## config.mk

```make
export PLATFORM = sky130hd
export DESIGN_NAME = synapse_port_arbiter
export DESIGN_NICKNAME = d
export VERILOG_FILES = /design/src/rtl/synapse_port_arbiter.sv
export SDC_FILE = /design/constraint.sdc
export NUM_CORES = 1
export LEC_CHECK = 0
export ABC_AREA = 1
export BUFFER_PORTS_ARGS = -buffer_cell sky130_fd_sc_hd__buf_2
export CAP_MARGIN = 10
export CORE_ASPECT_RATIO = 1.25
export CORE_MARGIN = 1.5
export CORE_UTILIZATION = 42
export CTS_CLUSTER_SIZE = 8
export DETAILED_ROUTE_END_ITERATION = 10
export GPL_TIMING_DRIVEN = 0
export PLACE_DENSITY_LB_ADDON = 0.3
export REMOVE_ABC_BUFFERS = 1
export SLEW_MARGIN = 5
export SYNTH_ARGS = -nofsm -noshare
export SYNTH_HDL_FRONTEND = slang
export SYNTH_SLANG_ARGS = --single-unit
```

## constraint.sdc

```tcl
create_clock -name clk -period 2.11 [get_ports clk]
set_input_delay 0.211 -clock clk [delete_from_list [all_inputs] [get_ports clk]]
set_output_delay 0.211 -clock clk [all_outputs]
set_load 0.01 [all_outputs]
```

## src/rtl/synapse_port_arbiter.sv

```systemverilog
// rtl/synapse_port_arbiter.sv - single-port synapse memory arbiter for cfg, swu and spk requesters
// Grants one request per IDLE cycle and turns it into registered memory strobes and tagged read beats.
module synapse_port_arbiter #(
  parameter int ADDR_W       = 7,
  parameter int DATA_W       = 32,
  parameter int SWU_W        = 8,
  parameter int STARVE_LIMIT = 8,
  parameter int CNT_W        = 4
) (
  input  logic                clk,
  input  logic                rst,
  input  logic                cfg_valid,
  output logic                cfg_ready,
  input  logic [ADDR_W-1:0]   cfg_addr,
  input  logic [DATA_W-1:0]   cfg_data,
  input  logic                swu_valid,
  output logic                swu_ready,
  input  logic [ADDR_W-1:0]   swu_addr,
  input  logic [SWU_W-1:0]    swu_data,
  input  logic                spk_valid,
  output logic                spk_ready,
  input  logic [2*ADDR_W-1:0] spk_addr,
  output logic                mem_we,
  output logic                mem_re,
  output logic [ADDR_W-1:0]   mem_addr,
  output logic [DATA_W-1:0]   mem_wdata,
  input  logic [DATA_W-1:0]   mem_rdata,
  output logic                rd_valid,
  output logic [DATA_W-1:0]   rd_data,
  output logic                rd_tag,
  output logic                rd_last,
  output logic                busy
);

  typedef enum logic [1:0] {IDLE, WR, RD0, RD1} state_t;

  state_t              state_q, state_d;
  logic [CNT_W-1:0]    cfg_wait_q, cfg_wait_d;
  logic                pair_q, pair_d;
  logic [ADDR_W-1:0]   hi_q, hi_d;
  logic                mem_we_q, mem_we_d;
  logic                mem_re_q, mem_re_d;
  logic [ADDR_W-1:0]   mem_addr_q, mem_addr_d;
  logic [DATA_W-1:0]   mem_wdata_q, mem_wdata_d;
  logic                rd_valid_q, rd_valid_d;
  logic                rd_tag_q, rd_tag_d;
  logic                rd_last_q, rd_last_d;
  logic                busy_q, busy_d;

  logic promote, idle_ok, cfg_gnt, swu_gnt, spk_gnt;

  // Once cfg has lost STARVE_LIMIT IDLE arbitrations it jumps ahead of swu and spk.
  always_comb begin
    promote = (cfg_wait_q == CNT_W'(STARVE_LIMIT));
    idle_ok = (state_q == IDLE) && rst;
    cfg_gnt = idle_ok && cfg_valid && (promote || (!swu_valid && !spk_valid));
    swu_gnt = idle_ok && swu_valid && !(promote && cfg_valid);
    spk_gnt = idle_ok && spk_valid && !swu_valid && !(promote && cfg_valid);
  end

  assign cfg_ready = cfg_gnt;
  assign swu_ready = swu_gnt;
  assign spk_ready = spk_gnt;

  always_comb begin
    state_d     = state_q;
    cfg_wait_d  = cfg_wait_q;
    pair_d      = pair_q;
    hi_d        = hi_q;
    mem_we_d    = 1'b0;
    mem_re_d    = 1'b0;
    mem_addr_d  = '0;
    mem_wdata_d = '0;
    rd_valid_d  = mem_re_q;
    rd_tag_d    = (state_q == RD1);
    rd_last_d   = (state_q == RD1) || ((state_q == RD0) && !pair_q);

    if (!cfg_valid || cfg_gnt) begin
      cfg_wait_d = '0;
    end else if ((state_q == IDLE) && !promote) begin
      cfg_wait_d = cfg_wait_q + CNT_W'(1);
    end

    case (state_q)
      IDLE: begin
        if (swu_gnt) begin
          state_d     = WR;
          mem_we_d    = 1'b1;
          mem_addr_d  = swu_addr;
          mem_wdata_d = DATA_W'(swu_data);
        end else if (cfg_gnt) begin
          state_d     = WR;
          mem_we_d    = 1'b1;
          mem_addr_d  = cfg_addr;
          mem_wdata_d = cfg_data;
        end else if (spk_gnt) begin
          state_d    = RD0;
          mem_re_d   = 1'b1;
          mem_addr_d = spk_addr[ADDR_W-1:0];
          hi_d       = spk_addr[2*ADDR_W-1:ADDR_W];
          pair_d     = (spk_addr[2*ADDR_W-1:ADDR_W] != '0);
        end
      end
      WR: state_d = IDLE;
      RD0: begin
        if (pair_q) begin
          state_d    = RD1;
          mem_re_d   = 1'b1;
          mem_addr_d = hi_q;
        end else begin
          state_d = IDLE;
        end
      end
      default: state_d = IDLE;
    endcase

    busy_d = (state_d != IDLE);
  end

  always_ff @(posedge clk) begin
    if (!rst) begin
      state_q     <= IDLE;
      cfg_wait_q  <= '0;
      pair_q      <= 1'b0;
      hi_q        <= '0;
      mem_we_q    <= 1'b0;
      mem_re_q    <= 1'b0;
      mem_addr_q  <= '0;
      mem_wdata_q <= '0;
      rd_valid_q  <= 1'b0;
      rd_tag_q    <= 1'b0;
      rd_last_q   <= 1'b0;
      busy_q      <= 1'b0;
    end else begin
      state_q     <= state_d;
      cfg_wait_q  <= cfg_wait_d;
      pair_q      <= pair_d;
      hi_q        <= hi_d;
      mem_we_q    <= mem_we_d;
      mem_re_q    <= mem_re_d;
      mem_addr_q  <= mem_addr_d;
      mem_wdata_q <= mem_wdata_d;
      rd_valid_q  <= rd_valid_d;
      rd_tag_q    <= rd_tag_d;
      rd_last_q   <= rd_last_d;
      busy_q      <= busy_d;
    end
  end

  assign mem_we    = mem_we_q;
  assign mem_re    = mem_re_q;
  assign mem_addr  = mem_addr_q;
  assign mem_wdata = mem_wdata_q;
  assign rd_valid  = rd_valid_q;
  assign rd_data   = rd_valid_q ? mem_rdata : '0;
  assign rd_tag    = rd_tag_q;
  assign rd_last   = rd_last_q;
  assign busy      = busy_q;

endmodule

```

After elaboration in Yosys (flattened, before gate mapping)
Cells that the tools add are included.
W data, S select, Z words.
{"block": "word_totals", "register_bits": 59, "input_bits": 105, "out_inout_bits": 80, "word_cells": 69}
{"block": "op_classes", "n_addsub": 1, "eq_ne": 3, "muxes": 20, "bitwise_logic": 4, "n_reduce_logical": 28}
{"cell": "$mux W32", "count": 1}
{"cell": "$mux W7", "count": 4}
{"cell": "$mux W8", "count": 2}
{"cell": "$pmux W7 S2", "count": 1}
{"cell": "$logic_and A1 B1 Y1", "count": 12}
{"cell": "$mux W2", "count": 4}
{"cell": "$reduce_bool A7 Y1", "count": 1}
{"cell": "$logic_not A1 Y1", "count": 6}
{"cell": "$mux W1", "count": 6}
{"cell": "$add A4 B1 Y4 const B", "count": 1}
{"cell": "$eq A2 B2 Y1 const B", "count": 2}
{"cell": "$eq A4 B4 Y1 const B", "count": 1}
{"cell": "$not A1 Y1", "count": 4}
{"cell": "$pmux W2 S2", "count": 1}
{"cell": "$reduce_and A4 Y1", "count": 1}
{"cell": "$reduce_or A4 Y1", "count": 1}
{"cell": "$logic_or A1 B1 Y1", "count": 3}
{"cell": "$logic_not A2 Y1", "count": 1}
{"cell": "$pmux W1 S2", "count": 1}
{"cell": "$reduce_and A2 Y1", "count": 1}
{"cell": "$reduce_bool A2 Y1", "count": 1}
{"cell": "$reduce_or A2 Y1", "count": 1}

Depth between registers and ports, before layout
Gate-level depths: netlist of the first run.
{"block": "logic_depth", "depth_word": 10, "ltp_mapped": 10, "depth_no_buf": 10}

Least setup slack after synthesis of the first run
No wires, ideal clock.
{"block": "synth_path", "path_type": "reg2reg", "start": "register cfg_wait_q[0]", "end": "register cfg_wait_q[2]", "setup_ns": 0.080, "arrival_ns": 1.284, "required_ns": 2.030, "slack_ns": 0.746, "stages_incl_launch_ff": 9, "n_path_buf": 1, "period_less_slack_ns": 1.364, "cell_sequence": "dfxtp_1 inv_1 ha_1 nand3_1 nand2_2 nand2_2 buf_6 nand3_2 nor3b_1"}
{"block": "synth_via", "elab_chain_cells": 5, "word_cells_on_any_way": 8, "classes_between": "add/sub (1); eq/ne (1); reduce/logical (6)"}
{"element": "start, declared", "line_no": "38", "text": "logic [CNT_W-1:0] cfg_wait_q, cfg_wait_d;"}
{"element": "start signal, assigned", "line_no": "136", "text": "cfg_wait_q <= cfg_wait_d;"}
{"element": "$eq A4 B4 Y1", "line_no": "54", "text": "promote = (cfg_wait_q == CNT_W'(STARVE_LIMIT));"}
{"element": "$logic_or A1 B1 Y1", "line_no": "56", "text": "cfg_gnt = idle_ok && cfg_valid && (promote || (!swu_valid && !spk_valid));"}
{"element": "$logic_and A1 B1 Y1", "line_no": "56"}
{"element": "$logic_or A1 B1 Y1", "line_no": "78", "text": "if (!cfg_valid || cfg_gnt) begin"}
{"element": "$reduce_or A2 Y1 (no line)"}
Several ways; a longest one is shown, not always the timed one.
A chain may end at the register's enable or synchronous reset.

Worst setup path after layout of the first run
{"block": "layout_path", "start": "register cfg_wait_q[0]", "end": "output port cfg_ready"}
{"block": "layout_via", "elab_chain_cells": 3}
{"element": "$eq A4 B4 Y1", "line_no": "54"}
{"element": "$logic_or A1 B1 Y1", "line_no": "56"}
{"element": "$logic_and A1 B1 Y1", "line_no": "56"}
{"element": "end, declared", "line_no": "13", "text": "output logic cfg_ready,"}
Every way passes these cells.

==> results.md, run 1 <==
* Pre-CTS WS at 0.09805 ns
* Initial core utilization at 43.91%
* Synth Area in Compound Gates at 6.702%
* Vias in the first global route at 2347
* Largest family of logic cells by synthesized area: simple AND/OR/NAND/NOR gates
* Final WS setup at 0.1397 ns
* Number of I/O pins at 185
* Ys Warns at 0
* Pwr Total at 2.390 mW
* Slew at the pin with the worst max-slew slack at 0.9750 ns
* Overall die width at 70.47 um
* Hold_buf cts at 0
* Antenna Cells at 0
* Leak pwr at between 2 and 2.5 nW
* Total track usage at 21.53%
* Fmax at 0.5075 GHz
* Routed wire length at 6744 um
* Mux cell area share after synthesis at 0%
* RSZ-0062 raised after global routing: false
* Req. time, crit path at ~1.9 ns
* Non-filler cells, final at 576
* Router iterations before antenna repair at 4
* Placed cell areas at ~3300 um2
* Post-route ant nets at 0
* Drt first-iter violations at 72
* IO buf count at roughly 180
* Final net count at between 600 and 700
* Setup Buffers After CTS at 0
* Fill cells at 510
* Crit path cell chain: inv_1 -> ha_1 -> nand3_1 -> nand2_4 -> nand2_8 -> inv_4 -> buf_2
* Root buf cell: clkbuf_8
* Die footprint at roughly 6200 um2
* Row count at 30
* Global route overflow at 0
* CTS tree: done
* Core Region at approximately 5400 um2
* Maxcap violations at 0
* HPWL after DPL at 5321 um
* Slowest CP cell: dfxtp_1
* Dpl cells at 561
* Setup TNS at 0 ns
* TritonCTS Buffers at 9
* First-pass GRT wire length at approximately 10000 um
* Sequential fraction of the synthesis area at around 49%
* VDD IR max at 364.4 uV
* Min-Delay Path Class: input pin to flop
* Max Slew Vio Count at 0
* Clock skew at slightly above 0.007 ns
* Outcome: finished clean
* Initial antenna violation count at 0
* PwrDens at 676.1 nW/um2
* Post-Syn Area at 2390 um2
* Wire per inst at 11.71 um
* Hold_ws at 0.08425 ns
* Area growth syn-to-layout at 47.91%
* Vias per std cell at roughly 4.5
* Largest net degree at the start of global routing at 34
* CP Class: flop to output port
* CP max FO at 29
* Cell variety after synth at 25
* Final Wtd Congestion at roughly 0.80
* CP endpoint kind: output port
* Clk slew on worst S/H paths at approximately 0.06 ns
* Clk buf depth at 2
* Post-route cell area at 3535 um2
* Clock latency on the worst-skew pair at 0.34 ns
* Yosys reg bits at 59
* Post_cts resized at 3
* Die H at around 87 um
* H-Tree Depth at 3
* Max-slew headroom at 34.91%
* Cells after Synth at between 300 and 400
* Ratio of cells with drive above 1 in the final layout at 41.41%
* Via count at about 2600
* Final min period at 1.970 ns
* Final Util at 64.94%
* Synthesized area per cell at 7.422 um2
* Post-Synth Adder-Cell Area at 1.047%
* Xor/xnor share of the synthesized area at 0.3665%
* Tcrit/Tclk final at between 90 and 100%
* Critical path's largest stage delay at 0.33 ns
* Setup violations, final at 0
* Critical Path AT at 1.76 ns
* Synth Area in Simple Gates at 27.64%
* Critical path launch point type: flop
* Final hold vios at 0
* Clock sink count at 59
* DRC viols at 0
==> registers in the layout, summed over array words and instances, names as in the netlist <==
| signal | flops |
|---|---|
| rd_valid | 1 |
| busy | 1 |
| state_q | 2 |
| pair_q | 1 |
| mem_re | 1 |
| hi_q | 7 |
| mem_we | 1 |
| rd_tag | 1 |
| rd_last | 1 |
| mem_addr | 7 |
| cfg_wait_q | 4 |
| mem_wdata | 32 |
==> path summary, 6_finish.rpt <==
check	start	end	depth (start not counted)	slack [ns]
setup reg to reg	cfg_wait_q[0]	mem_addr[2]	10	0.48
hold reg to reg	mem_re	rd_valid	2	0.44
setup / recovery	cfg_wait_q[0]	cfg_ready	7	0.14
hold / removal	cfg_data[22]	mem_wdata[22]	3	0.08
==> worst max-delay path, delay by kind of cell (launching register included) <==
kind                       cells  cell delay (ns)
DFF                            1             0.33
buffers and inverters          3             0.38
and+or+nand+nor                3             0.48
adders and majority gates      1             0.22
==> routing by layer <==
| layer | GRT usage [%] | routed length (um) |
|---|---|---|
| met3 | 7.639 | 635 |
| met4 | 11.89 | 187 |
| met5 | 0 | 0 |
| met1 | 20.20 | 2356 |
| met2 | 40.31 | 3564 |
==> report_power, final <==
part / total, mW / leakage, nW / switching, mW / internal, mW
Clock: 0.922 / 0.0953 / 0.410 / 0.512
Sequential: 1.17 / 0.480 / 0.0178 / 1.15
Combinational: 0.295 / 1.69 / 0.157 / 0.138
==> cell usage in the layout (no fill, tap or decap) <==
cell type	instances
o21ai_0	3
nand2_2	1
xor2_1	1
nor2_4	3
inv_4	1
buf_2	184
o21ai_1	6
nand3_1	30
nand4_4	1
nor2_1	52
a22o_1	8
inv_1	73
nor3b_1	1
nor4_1	1
dfxtp_1	59
nand2_1	51
nor3_1	1
clkbuf_1	1
nand2_8	1
clkinv_2	2
nand3_2	1
nand4_1	2
nor2_2	1
a21oi_1	9
inv_2	3
clkbuf_8	12
ha_1	2
nand2_4	2
==> area by class of cell <==
class	instances	area (um2)	share of cell area, %
flip-flops and latches	59	1181	33.42
multi-input cells	177	882.1	24.96
well taps	64	80.08	2.265
clock buffers	13	168.9	4.779
repair buffers	184	920.9	26.05
clock inverters	2	10.01	0.2832
inverters	77	291.5	8.248
==> cell families after synthesis <==
| group | Yosys count |
|---|---|
| XOR/XNOR | 1 |
| buffers and inverters | 86 |
| flip-flops | 59 |
| adder cells (fa/ha/maj) | 2 |
| AND/OR/NAND/NOR | 148 |
| AO/OA/AOI/OAI | 26 |
==> cell usage after synthesis (all sizes together) <==
cell type	number	area (um2)
nor3	1	5.000
a22o	8	70.07
nand4	3	25.02
xor2	1	8.760
dfxtp	59	1181
nor2	56	235.2
buf	5	50.04
nand3	31	160.1
nor3b	1	7.510
nor4	1	6.260
a21oi	9	45.04
clkbuf	4	15.01
ha	2	25.02
o21ai	9	45.04
nand2	55	221.5
inv	77	289.0
(Power assumes the default switching activity.)
==> run 2: changes to the inputs <==
Settings changed: ABC_AREA 1 to default, CORE_ASPECT_RATIO 1.25 to default.
==> results.md, run 2 <==
* Clk buf depth at 2 (unchanged)
* Hold_ws at 0.07349 ns (-0.01076 ns)
* Critical Path AT at 1.77 ns (about the same)
* Pre-CTS WS at 0.06614 ns (-0.03191 ns)
* Clk slew on worst S/H paths at 0.07 ns (about the same)
* Worst Hold Launch: cfg_data[25]
* Row count at 26 (-13%)
* Clock skew at 0.003399 ns (-0.003874 ns)
* Synthesized area per cell at 9.701 um2 (+31%)
* Routed wire length at 7021 um (+4.1%)
* H-Tree Depth at 3 (unchanged)
* Vias per std cell at 4.747 (+4.5%)
* Clock sink count at 59 (unchanged)
* Final net count at 533 (-13%)
* Global route overflow at 0 (unchanged)
* Synth cell count leaders: dfxtp_1 (59), and2_1 (58), a22o_1 (16)
* Most common cell after layout, fill and taps aside: buf_2
* Largest net degree at the start of global routing at 34 (unchanged)
* EDFF count, synth at 0 (unchanged)
* Antenna Cells at 0 (unchanged)
* HPWL after DPL at 5105 um (-4.1%)
* Yosys reg bits at 59 (unchanged)
* Ratio of cells with drive above 1 in the final layout at 49.88% (+8.5 points)
* Max-slew headroom at 52.35% (+17 points)
* Hold_buf cts at 0 (unchanged)
* Core Region at 5205 um2 (-4.4%)
* CP endpoint kind: output port
* Non-filler cells, final at 501 (-13%)
* Reg area at 1181 um2 (unchanged)
* Cells after Synth at 239 (-26%)
* CTS tree: done
* Critical path launch point type: flop
* Max Slew Vio Count at 0 (unchanged)
* VDD IR max at 756.4 uV (+110%)
* Post-route ant nets at 0 (unchanged)
* RSZ-0062 raised after global routing: false
* Final WS setup at 0.1315 ns (-0.008233 ns)
* Most common cell in the synthesized netlist: dfxtp_1
* IO buf count at 184 (unchanged)
* Initial core utilization at 44.54% (+0.64 points)
* Worst r2r src: cfg_wait_q[0]
* Leading post-synthesis cells by cell area: dfxtp_1 (51%), and2_1 (16%), a22o_1 (6.0%), a221o_1 (3.0%), o21ai_0 (2.4%)
* Overall die width at 77.30 um (+9.7%)
* Die H at 77.30 um (-11%)
* Drt first-iter violations at 94 (+31%)
* DRC viols at 0 (unchanged)
* TritonCTS Buffers at 9 (unchanged)
* Req. time, crit path at 1.90 ns (about the same)
* Top layer in use: met4
* Setup TNS at 0 ns (unchanged)
* CP Class: flop to output port
* Dpl cells at 477 (-15%)
* FFs w/ async S/R, synth at 0% (unchanged)
* Worst setup path startpoint: cfg_wait_q[0]
* Final min period at 1.979 ns (+0.008233 ns)
* Via count at 2378 (-9.1%)
* Final Wtd Congestion at 0.7657 (-3.7%)
* Wire per inst at 14.01 um (+20%)
* Detail Route met2 WL at 3405 um (-4.5%)
* CP max FO at 12 (-59%)
* Fmax at 0.5054 GHz (-0.42%)
* M1 WL at 3054 um (+30%)
* Die footprint at 5975 um2 (-2.9%)
* WL met3 at 519 um (-18%)
* Cell variety after synth at 36 (+44%)
* Ys Warns at 0 (unchanged)
* Most frequent cells in the layout: buf_2 (184), dfxtp_1 (59), and2_1 (58)
* Tcrit/Tclk final at 93.77% (+0.39 points)
* Final Util at 68.17% (+3.2 points)
* Post-synth top flop: dfxtp_1
* First-pass GRT wire length at 10700 um (+4.1%)
* Root buf cell: clkbuf_8
* Hold endpoint: mem_wdata[25]
* Setup violations, final at 0 (unchanged)
* Fill cells at 451 (-12%)
* Slew at the pin with the worst max-slew slack at 0.7137 ns (-0.2613 ns)
* Number of I/O pins at 185 (unchanged)
* Post-Syn Area at 2318 um2 (-3.0%)
* Outcome: finished clean
* Reg2reg end: state_q[0]
* Leak pwr at 1.870 nW (-17%)
* R2R depth at 5 (-5)
* Synth top area share at 50.94% (+1.5 points)
* Min-Delay Path Class: input pin to flop
* Worst R2R Setup Slack at 0.29 ns (-0.19 ns)
* Final hold vios at 0 (unchanged)
* Router iterations before antenna repair at 4 (unchanged)
* Vias in the first global route at 2077 (-12%)
* Largest register FFs at 32 (unchanged)
* Initial antenna violation count at 0 (unchanged)
* Sequential fraction of the synthesis area at 50.94% (+1.5 points)
* Maxcap violations at 0 (unchanged)
* Synth area leader: dfxtp_1
* PwrDens at 739.4 nW/um2 (+9.3%)
* Total track usage at 23.27% (+1.7 points)
* Clock latency on the worst-skew pair at 0.33 ns (about the same)
* Multi-input gate area at 1041 um2 (+18%)
* Number of cells on the worst hold path at 2 (-1)
* Area growth syn-to-layout at 53.05%
run 2: changes by cell type in the layout (fill, tap and decap cells not counted), moves of 27 or more:
cell / previous run / this run
inv_1: 73 / 11
and2_1: 0 / 58
nor2_1: 52 / 4
nand2_1: 51 / 11
nand3_1: 30 / 3
run 2: what timing repair did:
item | in CTS | in global routing
cloned | 1 | 0
endpoints found under the setup margin | 2 | 3
gates resized for setup | 3 | 2
buffers inserted | 0 | 7
pin swaps | 1 | 2
run 2: power breakdown:
part | total [mW] | internal, mW | switching (mW)
registers | 1.18 | 1.16 | 0.0229
clock network | 1.13 | 0.672 | 0.462
logic | 0.308 | 0.162 | 0.146
run 2: worst max-delay path, cell delays in order (launching register included):
cell and delay [ns]:
dfxtp_1 0.37, inv_1 0.07, ha_1 0.22, nand4b_1 0.27, and3_4 0.33, buf_2 0.16
run 2: cells by family after synthesis:
family / synth area share, %
AO/OA/AOI/OAI: 14.46
adder cells (fa/ha/maj): 1.079
AND/OR/NAND/NOR: 27.85
buffers and inverters: 5.234
multiplexers: 0.4317
flip-flops: 50.94
run 2: worst max-delay path by stage:
stage	end	cells past startpoint	slack (ns)
floorplan	state_q[0]	5	0.40
global placement	spk_ready	4	0.07
detailed placement	spk_ready	4	0.07
CTS	spk_ready	5	0.001
global route	cfg_ready	5	0.04
finish	swu_ready	5	0.13
run 2: routing by layer:
metal / GRT usage, % / vias up
li1: - / 1200
met1: 29.93 / 1076
met2: 36.49 / 98
met3: 8.929 / 4
met4: 6.000 / 0
met5: 0 / -
run 2: layout make-up:
type / instances / share of cell area [%]
flip-flops and latches: 59 / 33.29
multi-input cells: 154 / 29.34
repair buffers: 191 / 27.43
clock buffers: 9 / 3.491
clock inverters: 7 / 2.821
well taps: 70 / 2.468
inverters: 11 / 1.164
run 2: metrics by stage:
stage                     power [mW]  cell area [um2]
final                          2.624             3548
after detailed placement       1.494             3247
after CTS                      2.639             3492
after global placement         1.487             3247
after floorplan                1.323             2238
after global routing           2.743             3548
